<file path="config.mk">
export PLATFORM = sky130hd
export DESIGN_NAME = somador2comp
export DESIGN_NICKNAME = d
export VERILOG_FILES = /design/src/rtl/somador2comp.sv
export SDC_FILE = /design/constraint.sdc
export NUM_CORES = 1
export LEC_CHECK = 0
export ABC_CLOCK_PERIOD_IN_PS = 2400
export CAP_MARGIN = 0
export CORE_AREA = 2 2 90 92
export DETAILED_ROUTE_END_ITERATION = 7
export DIE_AREA = 0 0 92 94
export GPL_TIMING_DRIVEN = 0
export PLACE_DENSITY_LB_ADDON = 0.3
export SLEW_MARGIN = 20
export SYNTH_ARGS = -nofsm -noshare
export SYNTH_HDL_FRONTEND = slang
export SYNTH_SLANG_ARGS = --single-unit
</file>
<file path="constraint.sdc">
create_clock -name clk -period 2.4 [get_ports clk]
set_input_delay 0.48 -clock clk [delete_from_list [all_inputs] [get_ports clk]]
set_output_delay 0.48 -clock clk [all_outputs]
set_load 0.05 [all_outputs]
</file>
<file path="src/rtl/somador2comp.sv">
// somador2comp: multi-cycle signed adder for two N-bit two's-complement
// operands. The FSM walks the datapath through sign-magnitude conversion,
// magnitude/sign comparison and add/subtract, then registers the N+1-bit
// two's-complement sum.
//
// Ports:
//   clk        system clock, rising edge
//   RESET      synchronous, active-high reset
//   S          start request (level, sampled only in IDLE)
//   a, b       N-bit two's-complement operands
//   result     registered N+1-bit two's-complement sum
//   loadAB, loadmagAB, compmag, compsigns, add_sub, loadres
//              per-step control strobes, one per state
//   done       one-cycle completion pulse
//
// state      | meaning
// -----------+----------------------------------------------
// IDLE       | waiting for S
// LOAD_AB    | capture a, b and their sign bits
// LOAD_MAG   | capture magnitudes |A|, |B|
// COMP_MAG   | register mA >= mB
// COMP_SIGNS | register sA == sB
// ADD_SUB    | add or subtract magnitudes, pick result sign
// LOAD_RES   | convert sign-magnitude to two's complement
// DONE       | completion pulse, back to IDLE

module somador2comp #(
    parameter int N = 5
) (
    input  logic         clk,
    input  logic         RESET,
    input  logic         S,
    input  logic [N-1:0] a,
    input  logic [N-1:0] b,
    output logic [N:0]   result,
    output logic         loadAB,
    output logic         loadmagAB,
    output logic         compmag,
    output logic         compsigns,
    output logic         add_sub,
    output logic         loadres,
    output logic         done
);

    typedef enum logic [2:0] {
        ST_IDLE,
        ST_LOAD_AB,
        ST_LOAD_MAG,
        ST_COMP_MAG,
        ST_COMP_SIGNS,
        ST_ADD_SUB,
        ST_LOAD_RES,
        ST_DONE
    } state_t;

    state_t state_q, state_d;

    logic [N-1:0] a_q, b_q;
    logic         sa_q, sb_q;
    logic [N-1:0] ma_q, mb_q;
    logic         gta_q, same_q;
    logic [N:0]   m_q;
    logic         sr_q;

    logic [N-1:0] ma_d, mb_d;
    logic [N:0]   m_d;
    logic         sr_d;
    logic [N:0]   res_d;

    always_comb begin
        state_d = state_q;
        case (state_q)
            ST_IDLE:       if (S) state_d = ST_LOAD_AB;
            ST_LOAD_AB:    state_d = ST_LOAD_MAG;
            ST_LOAD_MAG:   state_d = ST_COMP_MAG;
            ST_COMP_MAG:   state_d = ST_COMP_SIGNS;
            ST_COMP_SIGNS: state_d = ST_ADD_SUB;
            ST_ADD_SUB:    state_d = ST_LOAD_RES;
            ST_LOAD_RES:   state_d = ST_DONE;
            ST_DONE:       state_d = ST_IDLE;
            default:       state_d = ST_IDLE;
        endcase
    end

    // Strobes are registered from the next state so each one is high
    // exactly while the FSM sits in its state, with no decode glitches.
    always_ff @(posedge clk) begin
        if (RESET) begin
            state_q   <= ST_IDLE;
            loadAB    <= 1'b0;
            loadmagAB <= 1'b0;
            compmag   <= 1'b0;
            compsigns <= 1'b0;
            add_sub   <= 1'b0;
            loadres   <= 1'b0;
            done      <= 1'b0;
        end else begin
            state_q   <= state_d;
            loadAB    <= (state_d == ST_LOAD_AB);
            loadmagAB <= (state_d == ST_LOAD_MAG);
            compmag   <= (state_d == ST_COMP_MAG);
            compsigns <= (state_d == ST_COMP_SIGNS);
            add_sub   <= (state_d == ST_ADD_SUB);
            loadres   <= (state_d == ST_LOAD_RES);
            done      <= (state_d == ST_DONE);
        end
    end

    // Magnitude as N-bit unsigned: the most negative value negates to
    // itself, which read unsigned is exactly 2^(N-1).
    always_comb begin
        ma_d = a_q[N-1] ? (~a_q + N'(1)) : a_q;
        mb_d = b_q[N-1] ? (~b_q + N'(1)) : b_q;
    end

    always_comb begin
        m_d  = '0;
        sr_d = 1'b0;
        if (same_q) begin
            m_d  = {1'b0, ma_q} + {1'b0, mb_q};
            sr_d = sa_q;
        end else if (gta_q) begin
            m_d  = {1'b0, ma_q} - {1'b0, mb_q};
            // equal magnitudes with opposite signs: force +0
            sr_d = (ma_q == mb_q) ? 1'b0 : sa_q;
        end else begin
            m_d  = {1'b0, mb_q} - {1'b0, ma_q};
            sr_d = sb_q;
        end
    end

    always_comb begin
        res_d = sr_q ? (~m_q + (N+1)'(1)) : m_q;
    end

    always_ff @(posedge clk) begin
        if (RESET) begin
            a_q    <= '0;
            b_q    <= '0;
            sa_q   <= 1'b0;
            sb_q   <= 1'b0;
            ma_q   <= '0;
            mb_q   <= '0;
            gta_q  <= 1'b0;
            same_q <= 1'b0;
            m_q    <= '0;
            sr_q   <= 1'b0;
            result <= '0;
        end else begin
            case (state_q)
                ST_LOAD_AB: begin
                    a_q  <= a;
                    b_q  <= b;
                    sa_q <= a[N-1];
                    sb_q <= b[N-1];
                end
                ST_LOAD_MAG: begin
                    ma_q <= ma_d;
                    mb_q <= mb_d;
                end
                ST_COMP_MAG:   gta_q  <= (ma_q >= mb_q);
                ST_COMP_SIGNS: same_q <= (sa_q == sb_q);
                ST_ADD_SUB: begin
                    m_q  <= m_d;
                    sr_q <= sr_d;
                end
                ST_LOAD_RES:   result <= res_d;
                default: ;
            endcase
        end
    end

endmodule

</file>
=== After elaboration in Yosys (flattened, before gate mapping) ===
Index checks and enable logic that the tools add are counted.

* Word-level logic and storage cells: 56
* Bits of input ports: 13
* Output and inout bits: 13
* Flip-flop bits (word level): 47

* Mux-type cells: 10
* Eq/ne operators: 16
* $add $sub $neg: 6
* Bitwise logic cells: 3
* Reduce and logical (&&, ||, !) cells: 1
* Order comparisons: 1

{| class="wikitable"
|+ Operator list
! operator !! number
|-
| == test 3 bit, second input constant || 8
|-
| one-hot mux 3 bit (8 select lines) || 1
|-
| 2-to-1 mux 6 bit || 3
|-
| == test 3 x 2 -> 1 bit, second input constant || 4
|-
| subtractor 5 x 5 -> 6 bit || 2
|-
| adder 5 x 1 -> 5 bit, second input constant || 2
|-
| 2-to-1 mux 5 bit || 2
|-
| inverter 5 bit || 2
|-
| adder 5 x 5 -> 6 bit || 1
|-
| adder 6 x 1 -> 6 bit, second input constant || 1
|-
| == test 3 x 1 -> 1 bit, second input constant || 2
|-
| inverter 6 bit || 1
|-
| == test 5 bit || 1
|-
| greater-or-equal comparator 5 bit || 1
|-
| logical NOT 3 bit || 1
|-
| 2-to-1 mux 1 bit || 3
|-
| 2-to-1 mux 3 bit || 1
|-
| == test 1 bit || 1
|}

=== Logic depth before layout (Yosys ltp) ===
Gate-level depths: netlist (run 1).

* Depth in word-level cells: 4
* Mapped depth: 7
* Mapped depth without buffers: 7

=== Least setup slack after synthesis (run 1) ===
Ideal clock, no wire load.

* Path type: register -> register
* From: register ma_q[1]
* To: register m_q[3]
* Cell stages (with the launch flop): 7
* Arrival: 1.783 ns
* Setup slack: 0.490 ns
* Library setup time: 0.127 ns
* Buffers on the path: 0
* Cell sequence: dfxtp_1 inv_1 ha_1 nand2_2 o2111a_1 o311a_1 or3_1

* Cells in the longest elaborated chain, start to end: 3
* Elaborated cells between the ends (all ways): 5
* Classes of those cells: 3 x add/sub; 2 x mux

{| class="wikitable"
|+ RTL lines
! what !! RTL line !! source
|-
| start, declared || 60 || <nowiki>logic [N-1:0] ma_q, mb_q;</nowiki>
|-
| start signal, assigned || 158 || <nowiki>ma_q <= ma_d;</nowiki>
|-
| subtractor 5 x 5 -> 6 bit (on tied branches) || 127, 123 ||
|-
| 2-to-1 mux 6 bit || 122 || <nowiki>end else if (gta_q) begin</nowiki>
|-
| 2-to-1 mux 6 bit * || 119 || <nowiki>if (same_q) begin</nowiki>
|-
| end signal, assigned || 164 || <nowiki>m_q <= m_d;</nowiki>
|-
| end, declared || 62 || <nowiki>logic [N:0] m_q;</nowiki>
|}

Every way passes the cells marked *; elsewhere a longest branch is shown, timed or not.
A chain may end at the register's enable or synchronous reset.

=== Worst setup path in the final report (run 1) ===
Ends and elaborated chain as after synthesis.

==> results of run 1 <==
## worst max-delay path, delay by kind of cell, from the launching register on
kind	cells	cell delay [ns]
adders and majority gates	1	0.35
buffers and inverters	1	0.14
DFF	1	0.52
and+or+nand+nor	2	0.42
AOI/OAI and AO/OA	2	0.58
## worst min-delay path by stage
stage / from / to / slack (ns)
2_1_floorplan: b_q[3]$_SDFFE_PP0P_ / b_q[3]$_SDFFE_PP0P_ / 0.46
3_3_place_gp: b_q[3]$_SDFFE_PP0P_ / b_q[3]$_SDFFE_PP0P_ / 0.47
3_5_place_dp: b_q[3]$_SDFFE_PP0P_ / b_q[3]$_SDFFE_PP0P_ / 0.47
4_1_cts: b_q[3]$_SDFFE_PP0P_ / b_q[3]$_SDFFE_PP0P_ / 0.49
5_1_grt: b_q[1]$_SDFFE_PP0P_ / b_q[1]$_SDFFE_PP0P_ / 0.52
6_report: b_q[3]$_SDFFE_PP0P_ / b_q[3]$_SDFFE_PP0P_ / 0.48
## cell usage after synthesis (4+ instances only)
cell      count  share of area [%]
ha_1         22                 11
nand2_1      26                3.9
clkbuf_1     12                1.8
buf_2         4               0.79
a21oi_1      22                4.4
inv_1        24                3.6
xor2_1        4                1.4
nor2_1       39                5.8
o31ai_1       4                1.2
a211oi_1     18                5.4
nor2b_1       8                2.0
nand2b_1      7                1.7
xnor2_1       6                2.1
mux2i_1       6                2.4
dfxtp_1      45                 36
nand3b_1      4                1.2
## registers in the layout (all words and copies together) (netlist names)
register and cells:
a_q 5, add_sub 1, b_q 5, compmag 1
compsigns 1, done 1, gta_q 1, loadAB 1
loadmagAB 1, loadres 1, m_q 6, ma_q 5
mb_q 5, result 6, same_q 1, sr_q 1
state_q 3
## cell type report
cell class / instances / area [sq um]
Buffer: 18 / 80.1
Clock buffer: 5 / 68.8
Clock inverter: 2 / 35.0
Fill cell: 787 / 4610
Inverter: 24 / 90.1
Multi-Input combinational cell: 213 / 1450
Sequential cell: 45 / 901
Tap cell: 102 / 128
Timing Repair Buffer: 24 / 240
## logic make-up (layout without fill, tap and decap cells)
family / count (synthesis) / count (layout)
compound gates: 69 / 69
flops: 45 / 45
xor+xnor: 10 / 10
mux: 6 / 6
simple gates: 103 / 103
buf+inv: 42 / 73
fa+ha+maj: 25 / 25
## stage by stage
step / power (W) / instance area (sq um)
detailed placement: 0.00120 / 2890
global placement: 0.00119 / 2890
finish: 0.00173 / 3000
global route: 0.00183 / 3000
CTS: 0.00175 / 3000
floorplan: 0.00110 / 2520
## power by group
group,switching (W),internal (W)
Clock,0.000247,0.000303
Combinational,0.000213,0.000150
Sequential,0.0000348,0.000783
## routing by layer
| metal | routed length (um) | vias up |
|---|---|---|
| li1 | - | 1080 |
| met2 | 2510 | 40 |
| met1 | 2700 | 960 |
| met4 | 16 | 0 |
| met5 | 0 | - |
| met3 | 159 | 3 |
==> flow_summary.yaml, run 1 <==
floorplan:
  start_util_pct: 33.2
  die_y_um: 94
  core-area_sq_um: 7610
  core.rowCount: 32
  dieWidth_um: 92
  dieArea_sq_um: 8650
  pin_count: 26
critical_path:
  worst_r2r_endpoint: "m_q[3]$_SDFFE_PP0P_"
  crit_type: "register to register"
  crit_required_ns: 2.58
  critical_path.cell_chain: "inv_1 > ha_1 > nand2_2 > o2111a_1 > o311a_1 > or3_1"
  cp-startpoint: "ma_q[1]$_SDFFE_PP0P_"
  cp_max_fo: 6
  start_kind: "register"
  cp-end-kind: "register"
  crit_end: "m_q[3]$_SDFFE_PP0P_"
  r2r_slack_ns: 0.27
  r2r_cells: 6
  timing.rr.start: "ma_q[1]$_SDFFE_PP0P_"
  arrival_ns: 2.30
  slowest_stage: "dfxtp_1"
  crit_path_max_incr_delay_ns: 0.52
placement:
  hpwl_mm: 4.19
  port_buffers: 24
  dp.cells: 426
  dp_slack_ns: 0.295
  gp_congestion: 0.874
drt:
  drtIter0Drc: 80
  first_pass_iters: 4
  drcViolationCount: 0
  vias: 2083
  routed_wl_mm: 5.39
  antenna_left: 0
  drt-vias-per-instance: 4.81
  wl_per_cell_um: 12.4
synth:
  synthMuxAreaShare_pct: 2.38
  synth_nets: 338
  synth_cells: 300
  async_flop_share_pct: 0
  ys_seq_elements: 45
  synth_area_sq_um: 2520
  synthSimpleGateAreaFrac_pct: 19.5
  synth_compound_area_share_pct: 19.0
  synthAdderAreaFrac_pct: 13.3
  yosysWarnings: 0
  synth_edf_count: 0
  synth_ff_type: "dfxtp_1"
  seq_area_frac_synth_pct: 35.7
  avgSynthCellArea_sq_um: 8.42
  synth_xor_area_share_pct: 3.47
  synth_top_family_by_area: "simple AND/OR/NAND/NOR gates"
  synth_cell_types: 51
cts:
  cts_setup_buffers: 0
  htreeDepth: 2
  clk_latency_ns: 0.30
  cts.sinks: 45
  path_clk_slew_ns: 0.08
  cts_resized: 0
  holdBufCountCts: 0
  cts_tree: "done"
  clk_path_buf_depth: 2
  cts_buffers: 5
  cts-root-buf: "clkbuf_8"
cells_and_area:
  finalNetCount: 369
  layout.cells.non_filler: 433
  final_common_cell: "dfxtp_1"
  fin_util_pct: 39.4
  drive_above_1_share_pct: 4.53
  layout_common_cells: "dfxtp_1 (45), nor2_1 (39), nand2_1 (26), inv_1 (24), clkdlybuf4s50_1 (24)"
  antenna_cells: 0
  area_growth_pct: 18.7
timing:
  whs_ns: 0.484
  finalHoldViolCount: 0
  rsz0062_at_grt: "no"
  tightest_slew_ns: 0.569
  setup_viol: 0
  fmax_ghz: 0.471
  period_needed_ns: 2.13
  finClkSkew_ns: 0.00850
  period_share_pct: 88.6
  fin_ws_ns: 0.275
  drv_slew: 0
  worst_slew_margin_rel_pct: 62.1
  finalSetupTns_ns: 0
power:
  p_leak_nw: 1.11
  ir_drop_v: 0.000335
  powerDensity_nw_per_um2: 577
global_route:
  grt_use_met1_pct: 17.7
  grt_max_degree: 14
  grt_pass1_vias: 2072
  met3_usage_pct: 2.73
  grt_usage_pct: 13.7
  antenna_found_initial: 0
  grt-busiest-layer: "met2"
  met2_usage_pct: 23.8
  grt_overflow: 0
  grt_pass1_wl_mm: 9.63
hold_path:
  hold_depth: 2
  hp-class: "register to register"
run_status:
  status: "finished clean"
run:
  drv_cap: 0
Note: power is estimated with default switching activity, not from simulation.
==> inputs of run 2 (changes only) <==
Settings changed: CTS_BUF_LIST set to sky130_fd_sc_hd__clkbuf_4.
==> flow_summary.yaml, run 2 (same netlist as run 1, synthesis figures left out) <==
cts:
  holdBufCountCts: 0
  cts.sinks: 45
  cts_setup_buffers: 0
  cts_resized: 0
  cts_tree: "done"
  htreeDepth: 2
  cts-root-buf: "clkbuf_4"
  path_clk_slew_ns: 0.12
  clk_latency_ns: 0.35
  clk_path_buf_depth: 2
  cts_buffers: 5
power:
  ir_drop_v: 0.000291
  powerDensity_nw_per_um2: 548
  power.total_w: 0.00163
  p_leak_nw: 1.10
drt:
  drcViolationCount: 0
  drt-vias-per-instance: 4.82
  antenna_left: 0
  first_pass_iters: 4
  routed_wl_mm: 5.27
  wl_per_cell_um: 12.2
  vias: 2085
  drtIter0Drc: 89
global_route:
  grt_max_degree: 14
  grt_overflow: 0
  antenna_found_initial: 0
  grt_pass1_wl_mm: 9.54
  grt_pass1_vias: 2061
  grt_usage_pct: 13.6
cells_and_area:
  layout_common_cells: "dfxtp_1 (45), nor2_1 (39), nand2_1 (26), inv_1 (24), clkdlybuf4s50_1 (24)"
  finalNetCount: 369
  drive_above_1_share_pct: 4.53
  antenna_cells: 0
  fin_area_sq_um: 2970
  area_growth_pct: 17.4
  layout.cells.non_filler: 433
  final_common_cell: "dfxtp_1"
  reg.largest.list: "m_q x6, result x6"
critical_path:
  start_kind: "register"
  cp_max_fo: 6
  slowest_stage: "dfxtp_1"
  crit_type: "register to register"
  cp-end-kind: "register"
  arrival_ns: 2.37
  critical_path.cell_chain: "inv_1 > ha_1 > nand2_2 > o2111a_1 > o311a_1 > or3_1"
  path_buf_inv: 1
  crit_required_ns: 2.64
  critPathTopFamily: "compound AO/OA/AOI/OAI gates"
  crit_path_max_incr_delay_ns: 0.54
floorplan:
  die_y_um: 94
  core.rowCount: 32
  start_util_pct: 33.2
  pin_count: 26
  dieWidth_um: 92
  dieArea_sq_um: 8650
  core-area_sq_um: 7610
timing:
  fmax_ghz: 0.469
  worst_slew_margin_rel_pct: 62.6
  finClkSkew_ns: 0.0102
  rsz0062_at_grt: "no"
  period_share_pct: 88.8
  period_needed_ns: 2.13
  tightest_slew_ns: 0.561
  setup_viol: 0
  whs_ns: 0.489
  finalHoldViolCount: 0
  drv_slew: 0
  finalSetupTns_ns: 0
placement:
  hpwl_mm: 4.19
  dpl_cell_area_sq_um: 2890
  gp_congestion: 0.874
  dp.cells: 426
  port_buffers: 24
run:
  drv_cap: 0
hold_path:
  hp-class: "register to register"
run_status:
  status: "finished clean"
run 2: cell counts in the layout (fill, tap and decap cells not counted):
No cell type changed its count.
run 2: worst paths after layout:
path | start | depth (start not counted) | endpoint | slack (ns)
setup / recovery | ma_q[1]$_SDFFE_PP0P_ | 6 | m_q[3]$_SDFFE_PP0P_ | 0.27
hold / removal | b_q[3]$_SDFFE_PP0P_ | 2 | b_q[3]$_SDFFE_PP0P_ | 0.49
setup reg to reg | ma_q[1]$_SDFFE_PP0P_ | 6 | m_q[3]$_SDFFE_PP0P_ | 0.27
hold reg to reg | b_q[3]$_SDFFE_PP0P_ | 2 | b_q[3]$_SDFFE_PP0P_ | 0.49
run 2: per-layer routing:
layer  GRT usage, %  wire length, um
met1           17.6             2620
met4           3.36               20
met5              0                0
met2           23.2             2450
met3           2.73              171
run 2: worst reg2reg max path: stages, from the launching register on:
cell	delay [ns]
dfxtp_1	0.54
inv_1	0.14
ha_1	0.35
nand2_2	0.06
o2111a_1	0.28
o311a_1	0.30
or3_1	0.36
run 2: where the power goes:
part / switching, W / total, W / internal, W
Combinational: 0.000211 / 0.000361 / 0.000150
Sequential: 0.0000348 / 0.000818 / 0.000784
Clock: 0.000235 / 0.000447 / 0.000212
run 2: cell type report:
type,instances,area (sq um)
clock buffer,5,37.5
timing repair buffer,24,240
sequential,45,901
buffer,18,80.1
inverter,24,90.1
clock inverter,2,35.0
tap,102,128
multi-input combinational,213,1450
fill,790,4640
run 2: metrics by stage:
stage               util (%)  worst slack [ns]
floorplan                  -             0.490
global placement        38.0             0.313
detailed placement      38.0             0.295
CTS                     39.0             0.271
global route            39.0             0.140
finish                  39.0             0.268
